==> config.mk <==
export PLATFORM = sky130hd
export DESIGN_NAME = instruction_loader
export DESIGN_NICKNAME = d
export VERILOG_FILES = /design/src/rtl/instruction_loader.sv
export SDC_FILE = /design/constraint.sdc
export NUM_CORES = 1
export LEC_CHECK = 0
export ABC_AREA = 1
export CAP_MARGIN = 20
export CORE_MARGIN = 2
export CORE_UTILIZATION = 50
export DETAILED_ROUTE_END_ITERATION = 8
export GPL_ROUTABILITY_DRIVEN = 0
export PLACE_DENSITY = 0.76
export SETUP_SLACK_MARGIN = 0.05
export SLEW_MARGIN = 20
export SYNTH_ARGS = -nofsm -noshare
export SYNTH_HDL_FRONTEND = slang
export SYNTH_SLANG_ARGS = --single-unit
==> constraint.sdc <==
create_clock -name clk -period 4.32 [get_ports clk]
set_clock_uncertainty 0.05 [all_clocks]
set_input_delay 1.296 -clock clk [delete_from_list [all_inputs] [get_ports clk]]
set_output_delay 1.296 -clock clk [all_outputs]
set_load 0.01 [all_outputs]
==> src/rtl/instruction_loader.sv <==
// instruction_loader
//   Collects instruction bytes, most significant byte first, from a byte
//   source using a valid/ready handshake. It assembles them into words and
//   writes each word to instruction memory at consecutive addresses, starting
//   at address 0.
//
//   Ports
//     clk, reset_n      single clock; asynchronous active-low reset
//     start, word_count load request and word count, sampled in IDLE
//                       (a count above 2**ADDR_WIDTH is clamped)
//     byte_valid/_data  byte source; byte_ready is high only in COLLECT
//     mem_write_enable  one-cycle write strobe, raised in WRITE
//     mem_address       word address of the write
//     mem_write_data    assembled word, held between writes
//     busy, done        busy outside IDLE; done is a one-cycle pulse in DONE
//     words_written     words written in the current or last load
//
//   state   | meaning
//   --------+-----------------------------------------------------------
//   IDLE    | waiting for start; words_written holds the last result
//   COLLECT | accepting bytes of the current word
//   WRITE   | strobing the assembled word into memory
//   DONE    | one-cycle completion pulse, then back to IDLE
module instruction_loader #(
   parameter int ADDR_WIDTH = 8,
   parameter int WORD_WIDTH = 32
) (
   input  logic                  clk,
   input  logic                  reset_n,
   input  logic                  start,
   input  logic [ADDR_WIDTH:0]   word_count,
   input  logic                  byte_valid,
   input  logic [7:0]            byte_data,
   output logic                  byte_ready,
   output logic                  mem_write_enable,
   output logic [ADDR_WIDTH-1:0] mem_address,
   output logic [WORD_WIDTH-1:0] mem_write_data,
   output logic                  busy,
   output logic                  done,
   output logic [ADDR_WIDTH:0]   words_written
);

   localparam int BYTES = WORD_WIDTH / 8;
   localparam int IDX_W = (BYTES > 1) ? $clog2(BYTES) : 1;
   localparam logic [IDX_W-1:0]  LAST_IDX  = IDX_W'(BYTES - 1);
   localparam logic [ADDR_WIDTH:0] MAX_WORDS = {1'b1, {ADDR_WIDTH{1'b0}}};

   typedef enum logic [1:0] {
      IDLE    = 2'd0,
      COLLECT = 2'd1,
      WRITE   = 2'd2,
      DONE    = 2'd3
   } state_t;

   state_t                state, state_nxt;
   logic [IDX_W-1:0]      byte_idx;
   logic [ADDR_WIDTH:0]   count;
   logic [WORD_WIDTH-1:0] shift;
   logic [ADDR_WIDTH:0]   words_inc;
   logic [WORD_WIDTH-1:0] shift_nxt;
   logic                  accept;
   logic                  last_byte;

   assign accept    = (state == COLLECT) && byte_valid;
   assign last_byte = (byte_idx == LAST_IDX);
   assign words_inc = words_written + 1'b1;
   // Shifting in at the bottom places byte k at bits [W-1-8k -: 8] once a
   // whole word has been collected; older contents fall off the top.
   assign shift_nxt = {shift[WORD_WIDTH-9:0], byte_data};

   always_ff @(posedge clk or negedge reset_n) begin
      if (!reset_n) begin
         state <= IDLE;
      end else begin
         state <= state_nxt;
      end
   end

   always_comb begin
      state_nxt        = state;
      byte_ready       = 1'b0;
      mem_write_enable = 1'b0;
      busy             = 1'b1;
      done             = 1'b0;
      case (state)
         IDLE: begin
            busy = 1'b0;
            if (start) begin
               state_nxt = (word_count == '0) ? DONE : COLLECT;
            end
         end
         COLLECT: begin
            byte_ready = 1'b1;
            if (accept && last_byte) begin
               state_nxt = WRITE;
            end
         end
         WRITE: begin
            mem_write_enable = 1'b1;
            state_nxt = (words_inc == count) ? DONE : COLLECT;
         end
         DONE: begin
            done      = 1'b1;
            state_nxt = IDLE;
         end
         default: state_nxt = IDLE;
      endcase
   end

   always_ff @(posedge clk or negedge reset_n) begin
      if (!reset_n) begin
         byte_idx       <= '0;
         count          <= '0;
         shift          <= '0;
         mem_address    <= '0;
         mem_write_data <= '0;
         words_written  <= '0;
      end else begin
         case (state)
            IDLE: begin
               if (start) begin
                  words_written <= '0;
                  if (word_count != '0) begin
                     count       <= (word_count > MAX_WORDS) ? MAX_WORDS : word_count;
                     mem_address <= '0;
                     byte_idx    <= '0;
                  end
               end
            end
            COLLECT: begin
               if (accept) begin
                  shift    <= shift_nxt;
                  byte_idx <= byte_idx + 1'b1;
                  if (last_byte) begin
                     mem_write_data <= shift_nxt;
                  end
               end
            end
            WRITE: begin
               // After the last word of a full-size load the address wraps to 0.
               mem_address   <= mem_address + 1'b1;
               words_written <= words_inc;
               byte_idx      <= '0;
            end
            default: ;
         endcase
      end
   end

endmodule

== Word level (Yosys, flattened, before mapping) ==
Index checks and enable logic that the tools add are counted.
Word-level totals
  register bits after elaboration: 86
  input port bits: 21
  output and inout port bits: 53
  logic and storage cells: 53
Operators by class
  order comparisons: 1
  mux-type cells: 19
  $add $sub $neg: 3
  reduce and logical (&&, ||, !) cells: 14
  equality and inequality tests: 9
Operators with widths (number)
  9-bit 2-to-1 mux: 2
  9-bit case mux with 2 select lines: 1
  8-bit 2-to-1 mux: 2
  8-bit case mux with 2 select lines: 1
  2-bit 2-to-1 mux: 7
  9-bit by 1-bit adder with 9-bit output (second input constant): 1
  9-bit == test: 1
  9-bit greater-than comparator (second input constant): 1
  9-bit zero test: 1
  3-bit AND reduction: 3
  9-bit nonzero test: 1
  8-bit by 1-bit adder with 8-bit output (second input constant): 1
  2-bit case mux with 4 select lines: 1
  2-bit == test (second input constant): 3
  2-bit inequality test (second input constant): 3
  2-bit case mux with 3 select lines: 1
  2-bit AND reduction: 3
  1-bit 2-to-1 mux: 4
  4-bit AND reduction: 1
  3-bit nonzero test: 1
  2-bit by 1-bit adder with 2-bit output (second input constant): 1
  2-bit by 1-bit == test with 1-bit output (second input constant): 1
  1-bit logical AND: 2
  2-bit zero test: 1
  other kinds (2): 2

== Depth between registers and ports, before layout ==
Gate-level depths: netlist of the first run.
  depth in word-level cells: 5
  depth in mapped cells: 11
  gate-level depth less buffers: 11

== Worst setup path before layout of the first run ==
No wires, ideal clock.
  kind: in2reg
  start: in word_count[6]
  end: reg count[7]
  required time: 4.144 ns
  data arrival time: 2.186 ns
  cell stages on the path: 9
  slack: 1.957 ns
  buffers on the path: 1
  path through: nor2_1 -> nand2_1 -> nor2_1 -> nand3_1 -> nand2_1 -> inv_2 -> buf_6 -> nand3_1 -> o21ai_0
Between the ends
  word-level cells in the longest chain between the ends: 2
RTL lines
  from (decl): RTL line 31  | input logic [ADDR_WIDTH:0] word_count,
  9-bit greater-than comparator or 9-bit nonzero test (tied branches): RTL line 124, 123
  9-bit 2-to-1 mux or 3-bit AND reduction (tied branches)
  to (signal assigned): RTL line 124  | count <= (word_count > MAX_WORDS) ? MAX_WORDS : word_count;
  to (decl): RTL line 57  | logic [ADDR_WIDTH:0] count;
Several ways; a longest one is shown, not always the timed one.
A chain may end at the register's enable or synchronous reset.

== Worst setup path after layout of the first run ==
  start: reg state[0]
  end: out mem_write_enable
Between the ends
  word-level cells in the longest chain between the ends: 2
RTL lines
  from (decl): RTL line 55  | state_t state, state_nxt;
  from (signal assigned): RTL line 75  | state <= state_nxt;
  2-bit == test: RTL line 85  | case (state)
  1-bit 2-to-1 mux: RTL line 85
  to (decl): RTL line 35  | output logic mem_write_enable,
No other way between the ends.

==> metrics.yaml, run 1 <==
r2r_end: "state[1]"
maxCapViolCount: 0
num-nets-final: 530
cts-root-buf: "clkbuf_8"
netlist_instances: 434
r2r_slack_ns: 2.00
final_cells: 610
holdBufCountCts: 0
die_area_sq_um: 8310
htreeDepth: 3
synth_edf_count: 0
dpl.cell_count: 594
antenna_left: 0
die_h_um: 91.1
synthFlopType: "dfrtp_1"
cp-end-kind: "output port"
timing.setup.tns_ns: 0
hold_violations: 0
fp.dieW_um: 91.1
routed_wl_um: 8070
clkLatencyLatePin_ns: 0.35
hp-start: "shift[17]"
vias: 3084
crit_type: "register to output port"
synth_cell_types: 28
synth_compound_area_share_pct: 11.2
post-cts-setup-buffer-count: 0
clockBufferDepth: 2
initial_core_util_pct: 52.1
setup_viol: 0
vdd_drop_max_uv: 335
synth-xor-area-share_pct: 0.692
gr-usage-all-layers_pct: 20.9
timing.fmax_mhz: 299
min_period_ns: 3.34
async_reset_ff_share_pct: 100
synth-simple-area-share_pct: 22.3
period_share_pct: 77.3
critPathRequiredTime_ns: 2.97
status: "finished clean"
arrival_ns: 1.99
holdPathStages: 2
drc_errors: 0
grt_pass1_vias: 2958
syn_nets: 458
synth_top_cell_by_area: "dfrtp_1"
cts_tree: "yes"
clk_pin_slew_ns: 0.09
cts_sinks: 86
overflow: 0
register_area_sq_um: 2150
synth_seq_cells: 86
syn_area_per_cell_sq_um: 8.75
yosys_warnings: 0
synth_top_family_by_area: "simple AND/OR/NAND/NOR gates"
hpwl_um: 5740
dr.first_iter.drc_count: 177
postLayoutCellArea_sq_um: 4770
fillers: 634
area_growth_pct: 25.6
synth_top_area_share_pct: 56.7
io_pins: 74
wl_per_cell_um: 13.2
holdWs_ns: 0.427
synthesis.area_sq_um: 3800
cp_max_fo: 13
ctsResizeCount: 0
grt_antenna_before_repair: 0
synthMuxAreaShare_pct: 0
leakage_nw: 2.25
synth_fa_ha_area_share_pct: 0.989
reg2reg_depth: 7
start_kind: "register"
multi_input_area_sq_um: 1340
worstMarginPinSlew_ns: 0.750
holdCritPathClass: "register to register"
yosysSeqAreaShare_pct: 56.7
relSlewSlack_pct: 50.0
r2r_start: "state[1]"
diodes: 0
place_area_sq_um: 4560
vias_per_cell: 5.06
numCtsBuffers: 9
first_pass_iters: 5
std_cell_rows: 31
grt_pass1_wl_um: 13900
grt_max_degree: 87
power.density_nw_per_um2: 615
core_sq_um: 7290
hold_path_end: "mem_write_data[25]"
port_buffers: 73
rsz0062_at_grt: "false"
synthTopCellsByArea: "dfrtp_1 (57%), nand2_1 (14%), o21ai_0 (6.6%)"
drive_gt1_share_pct: 7.83
slew_viol_final: 0
worst max path at each step:
stage,startpoint,depth (start not counted),end
final,state[0],4,mem_write_enable
after global placement,byte_valid,7,state[1]
after global routing,state[0],4,mem_write_enable
after floorplan,word_count[6],9,count[7]
after CTS,state[0],4,mem_write_enable
after detailed placement,byte_valid,7,state[1]
layout by cell type (no fill, tap or decap), types with 3 or more instances in the layout:
cell             synthesis  layout
a21oi_1                  6       6
clkbuf_8                 0       9
clkdlybuf4s50_1          0      72
dfrtp_1                 86      86
ha_1                     3       3
inv_1                   49      49
inv_2                    5       5
nand2_1                140     140
nand2_4                  3       3
nand3_1                 26      26
nor2_1                  15      15
nor2_2                   3       3
nor2_4                   3       3
o21ai_0                 50      50
o21ai_1                  7       7
o21ai_2                  5       5
o22ai_1                  8       8
xor2_1                   3       3
state kept, by name, summed over array words and instances, names as in the netlist:
| register | cells |
|---|---|
| words_written | 9 |
| mem_write_data | 32 |
| byte_idx | 2 |
| shift | 24 |
| mem_address | 8 |
| count | 9 |
| state | 2 |
Yosys cell counts, drive strengths merged (2+ instances only):
master	number
o22ai	8
nand2	143
inv	56
nand3	26
xor2	3
clkbuf	3
o21ai	62
a21oi	6
buf	9
dfrtp	86
ha	3
nor2	22
nor3	2
worst max-delay path, cell delays in order, from the launching register on:
cell and delay, ns:
dfrtp_1 0.41, inv_2 0.07, nand2_1 0.31, inv_2 0.28
clkdlybuf4s50_1 0.57
area by class of cell:
| cell class | instances | area share [%] |
|---|---|---|
| clock inverters | 7 | 1.71 |
| inverters | 56 | 4.51 |
| multi-input cells | 280 | 28.1 |
| well taps | 99 | 2.60 |
| clock buffers | 9 | 2.60 |
| flip-flops and latches | 86 | 45.1 |
| repair buffers | 73 | 15.4 |
per-stage QoR:
stage	power [W]	setup WS, ns	utilization, %
after floorplan	0.00188	1.96	-
after global placement	0.00234	0.989	62.5
after detailed placement	0.00238	0.873	62.5
after CTS	0.00297	0.954	65.3
after global routing	0.00317	0.895	65.4
final	0.00293	0.981	65.4
logic make-up (layout without fill, tap and decap cells):
logic type                 count (synthesis)  after routing
adders and majority gates                  3              3
and+or+nand+nor                          196            196
DFF                                       86             86
xor gates and xnor gates                   3              3
buffers and inverters                     68            145
AOI/OAI and AO/OA                         78             78
power breakdown:
part           total, W  switching [W]  internal, W
Combinational   0.00109       0.000591     0.000497
Sequential      0.00127       0.000171      0.00110
Clock          0.000574       0.000297     0.000276
per-layer routing:
layer / GRT usage [%] / share of wire, %
met1: 29.2 / 46
met2: 31.9 / 47
met3: 3.65 / 3.7
met4: 9.85 / 2.7
met5: 0 / 0
No activity file was read; power rests on OpenSTA's default activity.
==> run 2: changes to the inputs <==
--- a/config.mk
+++ b/config.mk
@@ -8,10 +8,10 @@
 export ABC_AREA = 1
 export CAP_MARGIN = 20
 export CORE_MARGIN = 2
-export CORE_UTILIZATION = 50
+export CORE_UTILIZATION = 47
 export DETAILED_ROUTE_END_ITERATION = 8
 export GPL_ROUTABILITY_DRIVEN = 0
-export PLACE_DENSITY = 0.76
+export PLACE_DENSITY = 0.74
 export SETUP_SLACK_MARGIN = 0.05
 export SLEW_MARGIN = 20
 export SYNTH_ARGS = -nofsm -noshare
==> constraint.sdc (replaced) <==
create_clock -name clk -period 2.91 [get_ports clk]
set_clock_uncertainty 0.05 [all_clocks]
set_input_delay 0.873 -clock clk [delete_from_list [all_inputs] [get_ports clk]]
set_output_delay 0.873 -clock clk [all_outputs]
set_load 0.01 [all_outputs]
==> metrics.yaml, run 2 (synthesis gave the netlist of run 1 again) <==
grt-busiest-layer: "met2"
die_area_sq_um: 8810  # +6.1%
num-nets-final: 536  # +1.1%
min_period_ns: 2.56
pwr-share-clk_pct: 19.5  # about the same
htreeDepth: 3  # unchanged
clockBufferDepth: 2  # unchanged
regMostFlops: "mem_write_data"
status: "finished clean"
initial_core_util_pct: 48.9  # -3.2 points
period_share_pct: 87.9
area_growth_pct: 26.7
post-cts-setup-buffer-count: 0  # unchanged
io_pins: 74  # unchanged
overflow: 0  # unchanged
slew_viol_final: 0  # unchanged
largestRegisters: "mem_write_data: 32 flops, shift: 24 flops"
crit_family: "buffers and inverters"
p_int_w: 0.00279  # +49%
first_pass_iters: 4  # -1
mostFrequentLayoutCell: "nand2_1"
met1_usage_pct: 27.4  # -1.7 points
std_cell_rows: 32  # +3.2%
worstMarginPinSlew_ns: 0.631  # -0.119 ns
clkLatencyLatePin_ns: 0.35  # about the same
arrival_ns: 1.64  # -0.35 ns
grt_max_degree: 51  # -41%
holdCritPathClass: "register to register"
seqPwrFrac_pct: 43.4  # about the same
cts_sinks: 86  # unchanged
antenna_left: 0  # unchanged
largest_register_ffs: 32  # unchanged
cts-root-buf: "clkbuf_8"
timing.setup.tns_ns: 0  # unchanged
vdd_drop_max_uv: 538  # +61%
hold_violations: 0  # unchanged
combPwrFrac_pct: 37.1  # about the same
path_cells: "inv_2 -> nand2_1 -> inv_2 -> clkdlybuf4s50_1"
netSwitchingPower_w: 0.00159  # +50%
die_h_um: 93.9  # +3.0%
vias_per_cell: 5.00  # -1.2%
relSlewSlack_pct: 57.9  # +7.9 points
crit_type: "register to output port"
drive_gt1_share_pct: 8.90  # +1.1 points
core_sq_um: 7770  # +6.5%
clk_pin_slew_ns: 0.09  # about the same
grt_pass1_vias: 2977  # +0.64%
fp.dieW_um: 93.9  # +3.0%
dr.first_iter.drc_count: 169  # -4.5%
start_kind: "register"
p_sw_share_pct: 36.2  # +0.098 points
cp_max_fo: 5  # -8
place_area_sq_um: 4610  # +1.1%
holdBufCountCts: 0  # unchanged
rsz0062_at_grt: "false"
power.density_nw_per_um2: 911  # +48%
cpMostUsedCell: "inv_2"
grt_pass1_wl_um: 13400  # -3.5%
gr-usage-all-layers_pct: 19.6  # -1.3 points
diodes: 0  # unchanged
cts_tree: "yes"
cp_slowest_cell: "clkdlybuf4s50_1"
port_buffers: 73  # unchanged
total_power_w: 0.00438  # +49%
grt_antenna_before_repair: 0  # unchanged
leakage_nw: 2.28  # +1.1%
timing.fmax_mhz: 391
drc_errors: 0  # unchanged
fillers: 679  # +7.1%
hpwl_um: 5880  # +2.4%
numCtsBuffers: 9  # unchanged
crit_buf_inv: 3  # unchanged
postLayoutCellArea_sq_um: 4810  # +0.89%
wl_per_cell_um: 13.3  # +0.79%
grt.met2_usage_pct: 30.0  # -1.9 points
setup_viol: 0  # unchanged
met3_usage_pct: 4.25  # +0.60 points
cp-end-kind: "output port"
most-common-layout-cells: "nand2_1 (140), dfrtp_1 (86), clkdlybuf4s50_1 (72)"
routed_wl_um: 8260  # +2.3%
critPathRequiredTime_ns: 1.99  # -0.98 ns
vias: 3092  # +0.26%
ctsResizeCount: 0  # unchanged
maxCapViolCount: 0  # unchanged
slowest_delay_ns: 0.57  # about the same
run 2: stage by stage:
stage | hold slack (ns) | instances | utilization [%] | setup WS, ns
finish | 0.433 | 619 | 61.9 | 0.352
global route | 0.456 | 619 | 61.9 | 0.287
CTS | 0.439 | 619 | 61.9 | 0.346
detailed placement | 0.411 | 603 | 59.3 | 0.383
global placement | 0.404 | 603 | 59.3 | 0.474
floorplan | 0.392 | 434 | - | 0.970
run 2: worst paths after layout:
check,start,end,slack (ns),depth (start not counted)
setup / recovery,state[0],mem_write_enable,0.35,4
max in group asynchronous,reset_n,state[0],1.68,2
hold reg to reg,shift[18],mem_write_data[26],0.43,2
min in group asynchronous,reset_n,mem_address[4],0.47,1
hold / removal,shift[18],mem_write_data[26],0.43,2
setup reg to reg,words_written[0],state[1],1.01,11
run 2: routing by layer:
| layer | vias to the layer above | share of wire (%) | routed length, um |
|---|---|---|---|
| li1 | 1535 | - | - |
| met2 | 68 | 46 | 3830 |
| met4 | 0 | 1.3 | 104 |
| met5 | - | 0 | 0 |
| met1 | 1476 | 48 | 4000 |
| met3 | 13 | 3.8 | 315 |
run 2: power groups by stage:
stage               combinational [W]  sequential [W]  clock (W)
global route                  0.00182         0.00195   0.000933
global placement              0.00159         0.00191          0
CTS                           0.00164         0.00190   0.000869
finish                        0.00163         0.00190   0.000853
floorplan                    0.000828         0.00197          0
detailed placement            0.00163         0.00192          0
run 2: worst register-to-register path: cells and delay by family, from the launching register on:
kind | cells | cell delay, ns
compound gates | 1 | 0.16
fa+ha+maj | 1 | 0.23
buf+inv | 1 | 0.05
flops | 1 | 0.48
simple gates | 8 | 0.86
run 2: cell type report:
class,instances,area (sq um),share of cell area (%)
well taps,102,128,2.65
clock inverters,7,78.8,1.64
repair buffers,79,773,16.1
inverters,56,215,4.47
flip-flops and latches,86,2150,44.7
clock buffers,9,124,2.58
multi-input cells,280,1340,27.8
==> run 3: changes to the inputs <==
--- a/config.mk
+++ b/config.mk
@@ -8,10 +8,11 @@
 export ABC_AREA = 1
 export CAP_MARGIN = 20
 export CORE_MARGIN = 2
-export CORE_UTILIZATION = 47
+export CORE_UTILIZATION = 50
 export DETAILED_ROUTE_END_ITERATION = 8
 export GPL_ROUTABILITY_DRIVEN = 0
-export PLACE_DENSITY = 0.74
+export HOLD_SLACK_MARGIN = 0.15
+export PLACE_DENSITY = 0.76
 export SETUP_SLACK_MARGIN = 0.05
 export SLEW_MARGIN = 20
 export SYNTH_ARGS = -nofsm -noshare
==> constraint.sdc (replaced) <==
create_clock -name clk -period 3.1 [get_ports clk]
set_clock_uncertainty 0.05 [all_clocks]
set_input_delay 0.93 -clock clk [delete_from_list [all_inputs] [get_ports clk]]
set_output_delay 0.93 -clock clk [all_outputs]
set_load 0.01 [all_outputs]
==> metrics.yaml, run 3 (synthesis gave the netlist of run 1 again) <==
vias_per_cell: 4.98  # -0.39%
grt_pass1_wl_um: 14600  # +8.6%
rsz0062_at_grt: "false"
grt_antenna_before_repair: 0  # unchanged
cp_slowest_cell: "clkdlybuf4s50_1"
r2r_end: "state[1]"
r2r_slack_ns: 1.18  # +0.17 ns
cts_tree: "yes"
final_cells: 616  # -0.48%
grt_max_degree: 37  # -27%
dpl.cell_count: 600  # -0.50%
grt_pass1_vias: 3040  # +2.1%
first_pass_iters: 4  # unchanged
startpoint: "state[0]"
arrival_ns: 1.64  # about the same
status: "finished clean"
cts-root-buf: "clkbuf_8"
cp-end-kind: "output port"
overflow: 0  # unchanged
slowest_delay_ns: 0.57  # about the same
gr-usage-all-layers_pct: 22.3  # +2.7 points
clk_pin_slew_ns: 0.09  # about the same
cp_max_fo: 5  # unchanged
holdBufCountCts: 0  # unchanged
crit_type: "register to output port"
dr.first_iter.drc_count: 196  # +16%
die_h_um: 91.1  # -2.9%
vias: 3065  # -0.87%
port_buffers: 73  # unchanged
cpMostUsedCell: "inv_2"
io_pins: 74  # unchanged
hold_path_end: "mem_write_data[27]"
worstMarginPinSlew_ns: 0.493  # -0.139 ns
core_sq_um: 7290  # -6.1%
clockBufferDepth: 2  # unchanged
drive_gt1_share_pct: 8.90  # unchanged
mostFrequentLayoutCell: "nand2_1"
maxCapViolCount: 0  # unchanged
ctsResizeCount: 0  # unchanged
diodes: 0  # unchanged
num-nets-final: 536  # unchanged
std_cell_rows: 31  # -3.1%
timing.setup.tns_ns: 0  # unchanged
relSlewSlack_pct: 66.9  # +9.0 points
most-common-layout-cells: "nand2_1 (140), dfrtp_1 (86), clkdlybuf4s50_1 (72)"
reg2reg_depth: 11  # unchanged
area_growth_pct: 27.3
path_cells: "inv_2 -> nand2_1 -> inv_2 -> clkdlybuf4s50_1"
setup_viol: 0  # unchanged
numCtsBuffers: 9  # unchanged
power.density_nw_per_um2: 873  # -4.1%
vdd_drop_max_uv: 431  # -20%
period_share_pct: 84.5
start_kind: "register"
clkLatencyLatePin_ns: 0.36  # about the same
fp.dieW_um: 91.1  # -2.9%
leakage_nw: 2.28  # +0.22%
antenna_left: 0  # unchanged
hp-start: "mem_write_data[27]"
holdPathStages: 2  # unchanged
drc_errors: 0  # unchanged
holdCritPathClass: "register to register"
hpwl_um: 6160  # +4.6%
largestRegisters: "mem_write_data: 32 flops, shift: 24 flops"
critPathRequiredTime_ns: 2.12  # +0.13 ns
largest_register_ffs: 32  # unchanged
min_period_ns: 2.62
r2r_start: "words_written[0]"
post-cts-setup-buffer-count: 0  # unchanged
wl_per_cell_um: 13.9  # +4.1%
slew_viol_final: 0  # unchanged
initial_core_util_pct: 52.1  # +3.2 points
routed_wl_um: 8550  # +3.6%
timing.fmax_mhz: 382
die_area_sq_um: 8310  # -5.7%
regMostFlops: "mem_write_data"
htreeDepth: 3  # unchanged
cts_sinks: 86  # unchanged
hold_violations: 0  # unchanged
fillers: 628  # -7.5%
==> run 3: changes by cell type in the layout (fill, tap and decap cells not counted), sizes merged <==
cell | previous run | this run
bufinv | 1 | 2
clkbuf | 9 | 10
clkinv | 3 | 0
clkinvlp | 0 | 2
inv | 59 | 58
==> run 3: per-layer routing <==
metal	track usage (%)	part of all wire [%]
met3	3.32	4.4
met4	8.96	1.8
met2	35.6	48
met5	0	0
met1	30.9	45
==> run 3: cell type report <==
type	instances	area (sq um)	area share, %
sequential	86	2150	44.5
timing repair buffer	79	773	16.0
clock inverter	6	92.6	1.92
inverter	56	215	4.45
clock buffer	10	138	2.85
tap	99	124	2.56
multi-input combinational	280	1340	27.7
==> run 3: critical path, delay by kind of cell, from the launching register on <==
| kind | cells | cell delay (ns) |
|---|---|---|
| buffers and inverters | 3 | 0.79 |
| DFF | 1 | 0.43 |
| and+or+nand+nor | 1 | 0.07 |
==> run 3: worst max-delay path by stage <==
stage                             endpoint  slack (ns)  cells past startpoint
final                     mem_write_enable        0.48                      4
after detailed placement          count[7]        0.52                      9
after global placement            count[7]        0.53                      9
after CTS                 mem_write_enable        0.47                      4
after floorplan                   count[7]        1.10                      9
after global routing      mem_write_enable        0.43                      4
==> run 3: through the flow <==
stage	hold slack, ns	setup WS [ns]	cell area, sq um	power, W	util, %
after floorplan	0.392	1.10	3800	0.00262	-
after global placement	0.412	0.534	4600	0.00329	63.1
after detailed placement	0.415	0.516	4600	0.00334	63.1
after CTS	0.438	0.471	4830	0.00425	66.3
after global routing	0.455	0.429	4830	0.00454	66.3
final	0.431	0.481	4830	0.00422	66.3
==> run 3: power by group <==
group / switching, W / internal, W
Sequential: 0.000259 / 0.00153
Clock: 0.000412 / 0.000481
Combinational: 0.000828 / 0.000706
